`config.mk`:
```
export PLATFORM = sky130hd
export DESIGN_NAME = stack_ptr_unit
export DESIGN_NICKNAME = d
export VERILOG_FILES = /design/src/rtl/stack_ptr_unit.sv
export SDC_FILE = /design/constraint.sdc
export NUM_CORES = 1
export LEC_CHECK = 0
export ABC_AREA = 1
export BUFFER_PORTS_ARGS = -buffer_cell sky130_fd_sc_hd__buf_2
export CAP_MARGIN = 10
export CORE_MARGIN = 2
export CORE_UTILIZATION = 60
export CTS_CLUSTER_SIZE = 14
export DETAILED_ROUTE_END_ITERATION = 7
export HOLD_SLACK_MARGIN = 0.06
export PLACE_DENSITY = 0.85
export SKIP_LAST_GASP = 1
export SLEW_MARGIN = 30
export SYNTH_ARGS = -nofsm -noshare
export SYNTH_HDL_FRONTEND = slang
export SYNTH_SLANG_ARGS = --single-unit
```
`constraint.sdc`:
```
create_clock -name clk -period 3.9 [get_ports clk]
set_input_delay 0.39 -clock clk [delete_from_list [all_inputs] [get_ports clk]]
set_output_delay 0.39 -clock clk [all_outputs]
set_load 0.03 [all_outputs]
```
`src/rtl/stack_ptr_unit.sv`:
```
// Word-aligned stack pointer with a valid/ready command port, bounds checking
// and a sticky error state that holds until err_clr.
module stack_ptr_unit #(
  parameter int            N           = 8,
  parameter logic [N-1:0]  STACK_BASE  = 8'hFC,
  parameter logic [N-1:0]  STACK_LIMIT = 8'h80
) (
  input  logic         clk,
  input  logic         rst_n,
  input  logic         cmd_valid,
  input  logic [1:0]   cmd_op,
  input  logic [N-1:0] ld_val,
  output logic         cmd_ready,
  input  logic         err_clr,
  output logic [N-1:0] sp,
  output logic [N-1:0] mem_addr,
  output logic         done,
  output logic         err,
  output logic [1:0]   err_code
);

  typedef enum logic [1:0] {IDLE, EXEC, ERR} state_t;

  localparam logic [1:0] OP_PUSH = 2'b00;
  localparam logic [1:0] OP_POP  = 2'b01;
  localparam logic [1:0] OP_LOAD = 2'b10;

  localparam logic [1:0] CODE_NONE = 2'b00;
  localparam logic [1:0] CODE_OVF  = 2'b01;
  localparam logic [1:0] CODE_UDF  = 2'b10;
  localparam logic [1:0] CODE_BAD  = 2'b11;

  localparam logic [N-1:0] WORD      = N'(4);
  // Bounds held in N+1 bits so LIMIT+4 cannot wrap
  localparam logic [N:0]   PUSH_MIN  = {1'b0, STACK_LIMIT} + (N+1)'(4);
  localparam logic [N:0]   POP_MAX   = {1'b0, STACK_BASE} - (N+1)'(4);

  state_t       state_reg;
  logic [1:0]   op_reg;
  logic [N-1:0] ld_val_reg;
  logic [N-1:0] sp_reg;
  logic [N-1:0] mem_addr_reg;
  logic         done_reg;
  logic         err_reg;
  logic [1:0]   err_code_reg;

  logic [N-1:0] dec_sp;
  logic [N-1:0] inc_sp;
  logic [N-3:0] borrow;
  logic         push_ovf;
  logic         pop_udf;
  logic         load_bad;

  // DEC stage: word-granular ripple-borrow decrement of sp[N-1:2]
  assign dec_sp[1:0] = sp_reg[1:0];
  assign borrow[0]   = 1'b1;

  generate
    for (genvar gi = 1; gi < N - 2; gi++) begin : g_borrow
      assign borrow[gi] = borrow[gi-1] & ~sp_reg[gi+1];
    end
    for (genvar gi = 0; gi < N - 2; gi++) begin : g_dec
      assign dec_sp[gi+2] = sp_reg[gi+2] ^ borrow[gi];
    end
  endgenerate

  assign inc_sp   = sp_reg + WORD;
  assign push_ovf = {1'b0, sp_reg} < PUSH_MIN;
  assign pop_udf  = {1'b0, sp_reg} > POP_MAX;
  assign load_bad = (|ld_val_reg[1:0]) || (ld_val_reg < STACK_LIMIT) ||
                    (ld_val_reg > STACK_BASE);

  always_ff @(posedge clk or negedge rst_n) begin
    if (!rst_n) begin
      state_reg    <= IDLE;
      op_reg       <= 2'b11;
      ld_val_reg   <= '0;
      sp_reg       <= STACK_BASE;
      mem_addr_reg <= '0;
      done_reg     <= 1'b0;
      err_reg      <= 1'b0;
      err_code_reg <= CODE_NONE;
    end else begin
      done_reg <= 1'b0;
      case (state_reg)
        IDLE: begin
          if (cmd_valid) begin
            op_reg     <= cmd_op;
            ld_val_reg <= ld_val;
            state_reg  <= EXEC;
          end
        end
        EXEC: begin
          done_reg  <= 1'b1;
          state_reg <= IDLE;
          case (op_reg)
            OP_PUSH: begin
              if (push_ovf) begin
                err_reg      <= 1'b1;
                err_code_reg <= CODE_OVF;
                mem_addr_reg <= sp_reg;
                state_reg    <= ERR;
              end else begin
                sp_reg       <= dec_sp;
                mem_addr_reg <= dec_sp;
              end
            end
            OP_POP: begin
              mem_addr_reg <= sp_reg;
              if (pop_udf) begin
                err_reg      <= 1'b1;
                err_code_reg <= CODE_UDF;
                state_reg    <= ERR;
              end else begin
                sp_reg <= inc_sp;
              end
            end
            OP_LOAD: begin
              if (load_bad) begin
                err_reg      <= 1'b1;
                err_code_reg <= CODE_BAD;
                state_reg    <= ERR;
              end else begin
                sp_reg       <= ld_val_reg;
                mem_addr_reg <= ld_val_reg;
              end
            end
            default: mem_addr_reg <= sp_reg;
          endcase
        end
        ERR: begin
          if (err_clr) begin
            err_reg      <= 1'b0;
            err_code_reg <= CODE_NONE;
            state_reg    <= IDLE;
          end
        end
        default: state_reg <= IDLE;
      endcase
    end
  end

  assign cmd_ready = (state_reg == IDLE) && rst_n;
  assign sp        = sp_reg;
  assign mem_addr  = mem_addr_reg;
  assign done      = done_reg;
  assign err       = err_reg;
  assign err_code  = err_code_reg;

endmodule

```
# [Word-level counts from Yosys, hierarchy flattened]
# Index checks and enable logic that the tools add are counted.
[totals] ff_bits=32
[op_classes] addsub=1 order_cmp=4 n_eq_ne=12 n_mux=24 bitwise=14 n_reduce_logical=13
[op_table] operator="$mux 8" n=3
[op_table] operator="$pmux 8 s3" n=1
[op_table] operator="$pmux 2 s3" n=3
[op_table] operator="$gt 8x8->1 const B" n=2
[op_table] operator="$lt 8x8->1 const B" n=2
[op_table] operator="$mux 2" n=8
[op_table] operator="$pmux 8 s2" n=1
[op_table] operator="$ne 3x3->1 const B" n=3
[op_table] operator="$add 8x3->8 const B" n=1
[op_table] operator="$ne 2x2->1 const B" n=4
[op_table] operator="$reduce_and 2->1" n=3
[op_table] operator="$reduce_and 6->1" n=1
[op_table] operator="$mux 1" n=5
[op_table] operator="$not 1->1" n=5
[op_table] operator="$xor 1x1->1" n=5
[op_table] operator="$and 1x1->1" n=4
[op_table] operator="$eq 2x1->1 const B" n=2
[op_table] operator="$eq 2x2->1 const B" n=2
[op_table] operator="$logic_not 2->1" n=2
[op_table] operator="$ne 4x2->1 const B" n=1
[op_table] operator="$pmux 2 s2" n=1
[op_table] operator="$reduce_and 4->1" n=1
[op_table] operator="$pmux 1 s3" n=1
[op_table] operator="$reduce_bool 3->1" n=1
[op_table] operator="other kinds (5)" n=6

# [Depth between registers and ports, before layout]
[depth] depth_word=8 ltp_mapped=11

# [Least setup slack after synthesis]
# Ideal clock, no wire load.
[synth_path] path_type="reg2reg" from="register sp_reg[2], in the netlist sp[2]" to="register sp_reg[6], in the netlist sp[6]" setup_ps=60 arrival_time_ps=2110 required_time_ps=3840 path_slack_ps=1729 path_stages_with_launch=12 synth_period_minus_slack_ps=2171 path_cell_list="dfstp_2 -> buf_2 -> inv_1 -> ha_1 -> ha_1 -> ha_1 -> ha_1 -> o21ai_0 -> inv_1 -> nand2_1 -> nand3_1 -> nand2_1"
[synth_via] elab_chain_len=7
[synth_rtl] item="start: declaration" line="41" rtl="logic [N-1:0] sp_reg;"
[synth_rtl] item="start signal: assignment" line="104" rtl="sp_reg <= dec_sp;"
[synth_rtl] item="start signal: assignment" line="115" rtl="sp_reg <= inc_sp;"
[synth_rtl] item="start signal: assignment" line="124" rtl="sp_reg <= ld_val_reg;"
[synth_rtl] item="parallel branches: the longest is 7 deep, another holds $add 8x3->8"
# Parallel ways; which one is timed is not known. The select of a mux whose other input is x is not followed.
# A chain may end at the register's enable or synchronous reset.

# [Worst setup path after layout]
# Same ends and word-level chain as after synthesis.

==> flow_metrics.env <==
export IMPL_status="finished, final reports clean"
export IMPL_vias=1687
export IMPL_grt_pass1_wl_mm=6.879
export IMPL_clk_pin_slew_ns=0.09
export IMPL_whs_ns=0.05696
export IMPL_post_route_period_util_pct=55.52
export IMPL_dp_hpwl_mm=3.058
export IMPL_ctsHoldBuffers=0
export IMPL_syn_num_nets=269
export IMPL_timing_fmax_mhz=461.9
export IMPL_syn_area_um2=1963
export IMPL_dieArea_um2=3745
export IMPL_worst_path_most_repeated_cell="ha_1"
export IMPL_maxSlewHeadroom_pct=68.65
export IMPL_synthTopCellsByCount="nand2_1 (59), inv_1 (26), dfrtp_1 (24), nor2_1 (21), o21ai_0 (19)"
export IMPL_skew_ns=0.01322
export IMPL_yosys_warnings=0
export IMPL_die_h_um=61.20
export IMPL_fin_nets=305
export IMPL_drc_errors=0
export IMPL_wirelength_mm=4.077
export IMPL_drive_gt1_share_pct=24.91
export IMPL_syn_to_final_growth_pct=13.51
export IMPL_initialDrtViolationCount=87
export IMPL_start_util_pct=63.78
export IMPL_finalPower_mw=2.155
export IMPL_rsz0062_at_grt="no"
export IMPL_crit_fanout=10
export IMPL_finalSetupViolCount=0
export IMPL_path_class="register to register"
export IMPL_placementRows=20
export IMPL_yosysSeqAreaShare_pct=41.30
export IMPL_finalHoldViolCount=0
export IMPL_synth_top_cell_area_share_pct=30.59
export IMPL_synthArstFlopShare_pct=100.0
export IMPL_cts_setup_buffers=0
export IMPL_cpPeakStageDelay_ns=0.64
export IMPL_dieWidth_um=61.20
export IMPL_syn_avg_cell_area_um2=8.180
export IMPL_synth_area_leaders="dfrtp_1 (31%), nand2_1 (11%), dfstp_2 (11%)"
export IMPL_p_leak_nw=1.152
export IMPL_antenna_cells=0
export IMPL_synthDistinctLibCells=29
export IMPL_fin_crit_ns=2.165
export IMPL_cts_htree_levels=2
export IMPL_first_pass_iters=5
export IMPL_grt_usage_pct=25.52
export IMPL_stdcell_count=321
export IMPL_numCtsBuffers=5
export IMPL_via_per_inst=5.255
export IMPL_yosysMostFrequentCell="nand2_1"
export IMPL_placed_cells=313
export IMPL_yosysTopAreaCell="dfrtp_1"
export IMPL_cap_violations=0
export IMPL_startpoint_type="register"
export IMPL_grt_start_max_net_pins=34
export IMPL_io_buffers=34
export IMPL_cp_arrival_ns=2.44
export IMPL_cts_root_buf="clkbuf_4"
export IMPL_vdd_drop_max_v=0.0004533
export IMPL_r2r_slack_ns=1.73
export IMPL_critPathSlowestCell="dfstp_2"
export IMPL_cp_end_kind="register"
export IMPL_antenna_found_initial=0
export IMPL_hold_class="primary input to async pin"
export IMPL_clk_path_buf_depth=2
export IMPL_ys_ff_latch=32
export IMPL_clkSinkCount=32
export IMPL_ant_nets=0
export IMPL_cp_cell_sequence="inv_1, ha_1, ha_1, ha_1, ha_1, o21ai_0, inv_1, nand2_1, nand3_1, nand2_1"
export IMPL_slew_viol_final=0
export IMPL_cts_tree="built"
export IMPL_grt_overflow=0
export IMPL_grt_pass1_vias=1514
export IMPL_wire_per_inst_um=12.70
export IMPL_ios=35
export IMPL_tns_ns=0
export IMPL_cp_required_ns=4.17
export IMPL_fin_util_pct=72.40
export IMPL_ys_flop_type="dfrtp_1"
export IMPL_worst_slew_pin_slew_ns=0.4692
export IMPL_synthCells=240
export IMPL_cts_resized=0
export IMPL_clk_insertion_delay_late_ns=0.33
export IMPL_synth_edf_count=0
export IMPL_p_per_area_nw_per_um2=967.1
export IMPL_gpl_final_weighted_congestion=0.9215
export IMPL_coreArea_um2=3078
-- cells in the final DEF (no fill, tap or decap), drive strengths merged, types with 2 or more instances in the layout --
master   count
nand2       64
buf         35
inv         29
dfrtp       24
nor2        21
nand3       20
o21ai       19
ha          15
a21oi        8
dfstp        8
clkbuf       8
mux2         6
o211ai       5
a2bb2oi      4
or2          3
xor2         2
a21boi       2
-- final cells by class --
type | instances | area [um2]
timing repair buffer | 35 | 177.7
multi-input combinational | 173 | 1005
fill | 261 | 849.6
clock buffer | 8 | 68.82
sequential | 32 | 810.8
inverter | 29 | 111.4
tap | 44 | 55.05
-- cell families (layout without fill, tap and decap cells) --
family	Yosys count	count (layout)	synth area share, %
buffers and inverters	35	72	7.521
multiplexers	6	6	3.441
adder cells (fa/ha/maj)	15	15	9.560
flip-flops	32	32	41.30
XOR/XNOR	2	2	0.8925
AND/OR/NAND/NOR	110	110	25.24
AO/OA/AOI/OAI	40	40	12.05
-- final timing paths --
path                                         startpoint                        end  depth (start not counted)
worst max-delay path                  sp[2]$_DFFE_PN1P_          sp[6]$_DFFE_PN1P_                         10
worst min-delay path                              rst_n  ld_val_reg[4]$_DFFE_PN0P_                          2
worst max register to register        sp[2]$_DFFE_PN1P_          sp[6]$_DFFE_PN1P_                         10
worst min register to register  err_code[1]$_DFFE_PN0P_    err_code[1]$_DFFE_PN0P_                          2
max in group asynchronous                         rst_n          sp[6]$_DFFE_PN1P_                          2
min in group clk                              cmd_op[0]      op_reg[0]$_DFFE_PN1P_                          3
-- metrics by stage --
stage          worst slack (ns)  area, um2
6_report                  1.735       2228
5_1_grt                   1.580       2228
4_1_cts                   1.747       2228
3_5_place_dp              1.788       2160
3_3_place_gp              1.862       2160
2_1_floorplan             1.729       1963
-- metal layers --
metal	up-vias	track usage (%)	share of wire, %
met2	71	37.84	45
met3	8	6.092	7.8
met4	0	12.11	1.5
met5	-	0	0
met1	758	35.26	45
li1	850	-	-
-- report_power, final --
group	total [mW]	switching, mW	internal (mW)	leakage (nW)
clock network	0.211	0.105	0.106	0.0386
registers	0.642	0.122	0.520	0.374
logic	1.30	0.852	0.450	0.740
-- critical path, delay by kind of cell, from the launching register on --
family,cells,cell delay (ns)
AOI/OAI and AO/OA,1,0.23
and+or+nand+nor,3,0.19
buffers and inverters,2,0.19
DFF,1,0.64
adders and majority gates,4,0.84
(Power assumes the default switching activity.)
